[src/rtl/spi_master_xfer_ctrl.sv]
// spi_master_xfer_ctrl: single-lane SPI master that runs one full-duplex word.
// Divides pclk into sclk, frames cs with c2t/t2c delays, handles CPOL/CPHA.
module spi_master_xfer_ctrl #(
    parameter int NO_OF_SLAVES = 1,
    parameter int DATA_WIDTH   = 8,
    parameter int DIV_WIDTH    = 8,
    parameter int DLY_WIDTH    = 8
) (
    input  logic                              pclk,
    input  logic                              areset,
    input  logic                              cpol,
    input  logic                              cpha,
    input  logic                              msb_first,
    input  logic [DIV_WIDTH-1:0]              baud_div,
    input  logic [DLY_WIDTH-1:0]              c2t_delay,
    input  logic [DLY_WIDTH-1:0]              t2c_delay,
    input  logic                              tx_valid,
    output logic                              tx_ready,
    input  logic [DATA_WIDTH-1:0]             tx_data,
    input  logic [$clog2(NO_OF_SLAVES):0]     tx_slave_sel,
    output logic                              rx_valid,
    output logic [DATA_WIDTH-1:0]             rx_data,
    output logic                              busy,
    output logic                              sclk,
    output logic [NO_OF_SLAVES-1:0]           cs,
    output logic                              mosi0,
    input  logic                              miso0
);

    localparam int SEL_W = $clog2(NO_OF_SLAVES) + 1;
    localparam int CNT_W = (DIV_WIDTH > DLY_WIDTH) ? DIV_WIDTH : DLY_WIDTH;
    localparam int EDGES = 2 * DATA_WIDTH;
    localparam int EDG_W = $clog2(EDGES + 1);

    localparam logic [CNT_W-1:0] CNT_ONE = CNT_W'(1);
    localparam logic [EDG_W-1:0] EDG_ONE = EDG_W'(1);
    localparam logic [EDG_W-1:0] EDG_END = EDG_W'(EDGES);
    localparam logic [EDG_W-1:0] EDG_LST = EDG_W'(EDGES - 1);

    typedef enum logic [2:0] {
        IDLE,
        C2T,
        XFER,
        T2C,
        DONE
    } state_t;

    state_t                  state_q;
    logic                    cpol_q;
    logic                    cpha_q;
    logic                    msb_q;
    logic [DIV_WIDTH-1:0]    h_q;
    logic [DLY_WIDTH-1:0]    c2t_q;
    logic [DLY_WIDTH-1:0]    t2c_q;
    logic [DATA_WIDTH-1:0]   tx_sh_q;
    logic [DATA_WIDTH-1:0]   rx_sh_q;
    logic [CNT_W-1:0]        cnt_q;
    logic [EDG_W-1:0]        edge_q;
    logic                    sclk_q;
    logic [NO_OF_SLAVES-1:0] cs_q;
    logic                    mosi_q;
    logic                    rx_valid_q;
    logic [DATA_WIDTH-1:0]   rx_data_q;
    logic                    busy_q;

    logic [DIV_WIDTH-1:0]    h_d;
    logic [NO_OF_SLAVES-1:0] cs_d;
    logic                    first_bit_d;
    logic [DATA_WIDTH-1:0]   tx_after_first_d;
    logic                    tx_bit_d;
    logic [DATA_WIDTH-1:0]   tx_shift_d;
    logic [DATA_WIDTH-1:0]   rx_next_d;
    logic                    half_done;
    logic                    c2t_done;
    logic                    t2c_done;
    logic                    sample_edge;
    logic                    last_edge;

    assign h_d = (baud_div == '0) ? DIV_WIDTH'(1) : baud_div;

    // An out-of-range select leaves every chip select deasserted.
    always_comb begin
        cs_d = '1;
        for (int i = 0; i < NO_OF_SLAVES; i++) begin
            if (tx_slave_sel == SEL_W'(i)) begin
                cs_d[i] = 1'b0;
            end
        end
    end

    assign first_bit_d      = msb_first ? tx_data[DATA_WIDTH-1] : tx_data[0];
    assign tx_after_first_d = msb_first ? (tx_data << 1) : (tx_data >> 1);
    assign tx_bit_d         = msb_q ? tx_sh_q[DATA_WIDTH-1] : tx_sh_q[0];
    assign tx_shift_d       = msb_q ? (tx_sh_q << 1) : (tx_sh_q >> 1);
    assign rx_next_d        = msb_q ? {rx_sh_q[DATA_WIDTH-2:0], miso0}
                                    : {miso0, rx_sh_q[DATA_WIDTH-1:1]};

    assign half_done   = cnt_q == (CNT_W'(h_q) - CNT_ONE);
    assign c2t_done    = cnt_q == (CNT_W'(c2t_q) - CNT_ONE);
    assign t2c_done    = cnt_q == (CNT_W'(t2c_q) - CNT_ONE);
    // edge_q counts completed edges, so the upcoming edge is odd when it is even.
    assign sample_edge = ~edge_q[0] ^ cpha_q;
    assign last_edge   = edge_q == EDG_LST;

    always_ff @(posedge pclk) begin
        if (areset) begin
            state_q    <= IDLE;
            cpol_q     <= 1'b0;
            cpha_q     <= 1'b0;
            msb_q      <= 1'b0;
            h_q        <= '0;
            c2t_q      <= '0;
            t2c_q      <= '0;
            tx_sh_q    <= '0;
            rx_sh_q    <= '0;
            cnt_q      <= '0;
            edge_q     <= '0;
            sclk_q     <= 1'b0;
            cs_q       <= '1;
            mosi_q     <= 1'b0;
            rx_valid_q <= 1'b0;
            rx_data_q  <= '0;
            busy_q     <= 1'b0;
        end else begin
            rx_valid_q <= 1'b0;
            unique case (state_q)
                IDLE: begin
                    sclk_q <= cpol;
                    cs_q   <= '1;
                    busy_q <= 1'b0;
                    if (tx_valid) begin
                        cpol_q  <= cpol;
                        cpha_q  <= cpha;
                        msb_q   <= msb_first;
                        h_q     <= h_d;
                        c2t_q   <= c2t_delay;
                        t2c_q   <= t2c_delay;
                        rx_sh_q <= '0;
                        cnt_q   <= '0;
                        edge_q  <= '0;
                        busy_q  <= 1'b1;
                        cs_q    <= cs_d;
                        if (!cpha) begin
                            mosi_q  <= first_bit_d;
                            tx_sh_q <= tx_after_first_d;
                        end else begin
                            tx_sh_q <= tx_data;
                        end
                        state_q <= (c2t_delay == '0) ? XFER : C2T;
                    end
                end
                C2T: begin
                    if (c2t_done) begin
                        cnt_q   <= '0;
                        state_q <= XFER;
                    end else begin
                        cnt_q <= cnt_q + CNT_ONE;
                    end
                end
                XFER: begin
                    if (edge_q == EDG_END) begin
                        cnt_q  <= '0;
                        sclk_q <= cpol_q;
                        if (t2c_q == '0) begin
                            state_q    <= DONE;
                            cs_q       <= '1;
                            rx_valid_q <= 1'b1;
                            rx_data_q  <= rx_sh_q;
                        end else begin
                            state_q <= T2C;
                        end
                    end else if (half_done) begin
                        cnt_q  <= '0;
                        sclk_q <= ~sclk_q;
                        edge_q <= edge_q + EDG_ONE;
                        if (sample_edge) begin
                            rx_sh_q <= rx_next_d;
                        end else if (!last_edge) begin
                            mosi_q  <= tx_bit_d;
                            tx_sh_q <= tx_shift_d;
                        end
                    end else begin
                        cnt_q <= cnt_q + CNT_ONE;
                    end
                end
                T2C: begin
                    sclk_q <= cpol_q;
                    if (t2c_done) begin
                        state_q    <= DONE;
                        cs_q       <= '1;
                        rx_valid_q <= 1'b1;
                        rx_data_q  <= rx_sh_q;
                    end else begin
                        cnt_q <= cnt_q + CNT_ONE;
                    end
                end
                DONE: begin
                    busy_q  <= 1'b0;
                    state_q <= IDLE;
                end
                default: begin
                    state_q <= IDLE;
                end
            endcase
        end
    end

    assign tx_ready = (state_q == IDLE);
    assign rx_valid = rx_valid_q;
    assign rx_data  = rx_data_q;
    assign busy     = busy_q;
    assign sclk     = sclk_q;
    assign cs       = cs_q;
    assign mosi0    = mosi_q;

endmodule

[config.mk]
export PLATFORM = sky130hd
export DESIGN_NAME = spi_master_xfer_ctrl
export DESIGN_NICKNAME = d
export VERILOG_FILES = /design/src/rtl/spi_master_xfer_ctrl.sv
export SDC_FILE = /design/constraint.sdc
export NUM_CORES = 1
export LEC_CHECK = 0
export CORE_UTILIZATION = 50
export DETAILED_ROUTE_END_ITERATION = 6
export PLACE_DENSITY_LB_ADDON = 0.08
export RECOVER_POWER = 25
export SKIP_CTS_REPAIR_TIMING = 1
export SLEW_MARGIN = 20
export SYNTH_ARGS = -nofsm -noshare
export SYNTH_HDL_FRONTEND = slang
export SYNTH_SLANG_ARGS = --single-unit
[constraint.sdc]
create_clock -name pclk -period 5.6 [get_ports pclk]
set_clock_uncertainty 0.2 [all_clocks]
set_input_delay 1.12 -clock pclk [delete_from_list [all_inputs] [get_ports pclk]]
set_output_delay 1.12 -clock pclk [all_outputs]
set_load 0.01 [all_outputs]
==> out/metrics.cfg <==
[clock_network]
cts_tree = done
htreeDepth = 3
clk_root_buffer_cell = clkbuf_8
clock_latency_ps = 350
clockBufferDepth = 2
cts_made_buffers = 9
clkTransAtPathRegs_ps = 80
clock-sinks = 72

[setup_path]
worst_path_largest_cell_delay_ps = 670
r2r-end = tx_sh_q[7]$_SDFFE_PP0P_
crit_required_ps = 4280
cp_max_fo = 12
crit_slowest_cell = clkdlybuf4s50_1
critPathArrivalTime_ps = 2100
path_cells = nor3_1 > clkdlybuf4s50_1
end_kind = output port
crit_family = buffers and inverters
rrSetupSlack_ps = 2380
path_buf_inv = 1
worst-setup-path-type = flop to output port
r2r_start = h_q[0]$_SDFFE_PP0P_
reg2regPathDepth = 9
startpoint_type = flop

[die]
core_area_um2 = 8217
initial_utilization_pct = 51.42
fp.dieArea_um2 = 8822
fp.dieW_um = 93.93
num_rows = 33
die_h_um = 93.93
ios = 54

[synth]
yosysSeqAreaShare_pct = 34.11
netlist_instances = 510
ys_seq_elements = 72
synth_cell_types = 65
synth_edf_count = 0
async_reset_ff_share_pct = 0
synth_flop_cell = dfxtp_1
ys.warnings.count = 0
syn_area_um2 = 4225
syn-num-nets = 558
synth_area_per_cell_um2 = 8.285

[pwr]
pwr-share-clk_pct = 25.0
pwr-share-seq_pct = 39.5
power_density_nw_per_um2 = 341.8
p_int_mw = 1.050
leakagePower_nw = 1.800
peakVddDrop_mv = 0.2419
swShare_pct = 38.00
switchingPower_mw = 0.6434
pwr-share-comb_pct = 35.5

[route]
vias = 3685
routedWlPerCell_um = 14.71
drc = 0
dr.first_iter.drc_count = 127
postRouteAntennaNets = 0
wl_mm = 9.592
drtPass1Iterations = 4
vias_per_cell = 5.652

[sta]
rsz0062_at_grt = false
fin_crit_sh_pct = 61.06
fin_crit_ps = 3419
finalHoldViolCount = 0
fin_tns_setup_ps = 0
max_freq_mhz = 292.5
max_slew_margin_pct = 13.18
drv_slew = 0
worst_pin_slew_ps = 1302
setup_viol = 0

[status]
status = completed

[min_path]
min_path_type = flop to flop
hold_end = h_q[7]$_SDFFE_PP0P_
worstHoldPathCells = 2
hold_path.startpoint = h_q[7]$_SDFFE_PP0P_

[global_routing]
overflow = 0
grt_use_total_pct = 23.54
grt_pass1_vias = 3482
antenna_found_initial = 0
grt_pass1_wl_mm = 16.50
grt_max_degree = 60

[cells_and_area]
area_delta_synth_final_pct = 17.23
diodes = 0
drive_gt1_share_pct = 8.410
nNetsFinal = 590
fin_util_pct = 60.29

[placement]
portBuffers = 53
dp_hpwl_mm = 6.848
place.gp.congestion = 0.8446

[job]
drv_cap = 0

-- power by group through the flow --
| stage | clock (mW) | sequential [mW] | combinational [mW] |
|---|---|---|---|
| 6_report | 0.424 | 0.669 | 0.600 |
| 3_5_place_dp | 0 | 0.681 | 0.601 |
| 5_1_grt | 0.455 | 0.683 | 0.674 |
| 3_3_place_gp | 0 | 0.680 | 0.587 |
| 4_1_cts | 0.430 | 0.669 | 0.604 |
| 2_1_floorplan | 0 | 0.634 | 0.491 |
-- registers in the layout, indices dropped and copies added (netlist names), 3 cells and up --
signal and cells:
edge_q 5, state_q 3, c2t_q 8, h_q 8, t2c_q 8, cnt_q 8
rx_sh_q 8, tx_sh_q 8, rx_data 8
-- worst max-delay path by stage --
stage	startpoint	to	cells past startpoint
floorplan	h_q[0]$_SDFFE_PP0P_	tx_sh_q[4]$_SDFFE_PP0P_	11
global placement	tx_valid	tx_sh_q[7]$_SDFFE_PP0P_	6
detailed placement	tx_valid	tx_sh_q[7]$_SDFFE_PP0P_	6
CTS	state_q[0]$_SDFFE_PP0P_	tx_ready	2
global route	tx_valid	tx_sh_q[7]$_SDFFE_PP0P_	6
finish	state_q[0]$_SDFFE_PP0P_	tx_ready	2
-- cell families after synthesis --
kind of cell | count (synthesis) | synth area share (%)
xor gates and xnor gates | 36 | 7.462
and+or+nand+nor | 193 | 21.94
muxes | 33 | 7.847
DFF | 72 | 34.11
AOI/OAI and AO/OA | 120 | 21.53
buffers and inverters | 48 | 4.738
adders and majority gates | 8 | 2.369
-- final cells by class --
| class | count | area [µm²] |
|---|---|---|
| fillers | 741 | 3263 |
| multi-input cells | 390 | 2584 |
| flip-flops and latches | 72 | 1441 |
| repair buffers | 56 | 546.8 |
| well taps | 105 | 131.4 |
| clock buffers | 9 | 123.9 |
| clock inverters | 7 | 77.57 |
| inverters | 13 | 48.80 |
-- synthesized netlist by cell type (9+ instances only) --
master	count	area [µm²]
clkbuf_1	26	97.59
xnor2_1	16	140.1
nand2_1	77	289.0
xor2_1	20	175.2
nor2_1	44	165.2
dfxtp_1	72	1441
nor3_1	11	55.05
nand4_1	12	75.07
a21oi_1	45	225.2
nand3_1	9	45.04
inv_1	13	48.80
mux2i_1	32	320.3
a211oi_1	13	97.59
-- layout by cell type (no fill, tap or decap), types with 8 or more instances in the layout --
cell type / count
nand2_1: 77
dfxtp_1: 72
a21oi_1: 45
nor2_1: 44
clkdlybuf4s50_1: 39
mux2i_1: 32
xor2_1: 20
xnor2_1: 16
inv_1: 13
a211oi_1: 13
dlygate4sd3_1: 13
nand4_1: 12
nor3_1: 11
nand3_1: 9
clkbuf_8: 9
nand2b_1: 8
o2bb2ai_2: 8
o21ai_0: 8
ha_1: 8
-- per-layer routing --
layer,routed length (µm),vias up,share of wire (%),global-route usage [%]
li1,-,1864,-,-
met3,279,10,2.9,3.155
met2,4549,57,47,39.11
met4,108,0,1.1,7.564
met1,4655,1754,49,31.37
met5,0,-,0,0
-- worst reg2reg max path: cells and delay by family (launching register included) --
family                     cells  cell delay [ps]
and+or+nand+nor                1              240
DFF                            1              450
buffers and inverters          1               90
AOI/OAI and AO/OA              6             1820
adders and majority gates      1              310
-- metrics by stage --
stage	cell area [µm²]	power, mW	setup slack (ps)	std cells	hold slack (ps)
floorplan	4225	1.125	2906	510	235.2
CTS	4955	1.704	2227	652	280.6
detailed placement	4753	1.282	1937	636	266.0
global route	4954	1.812	2021	652	293.4
global placement	4753	1.266	2019	636	249.8
finish	4954	1.693	2181	652	275.6
Power figures use the tool's default switching activity.
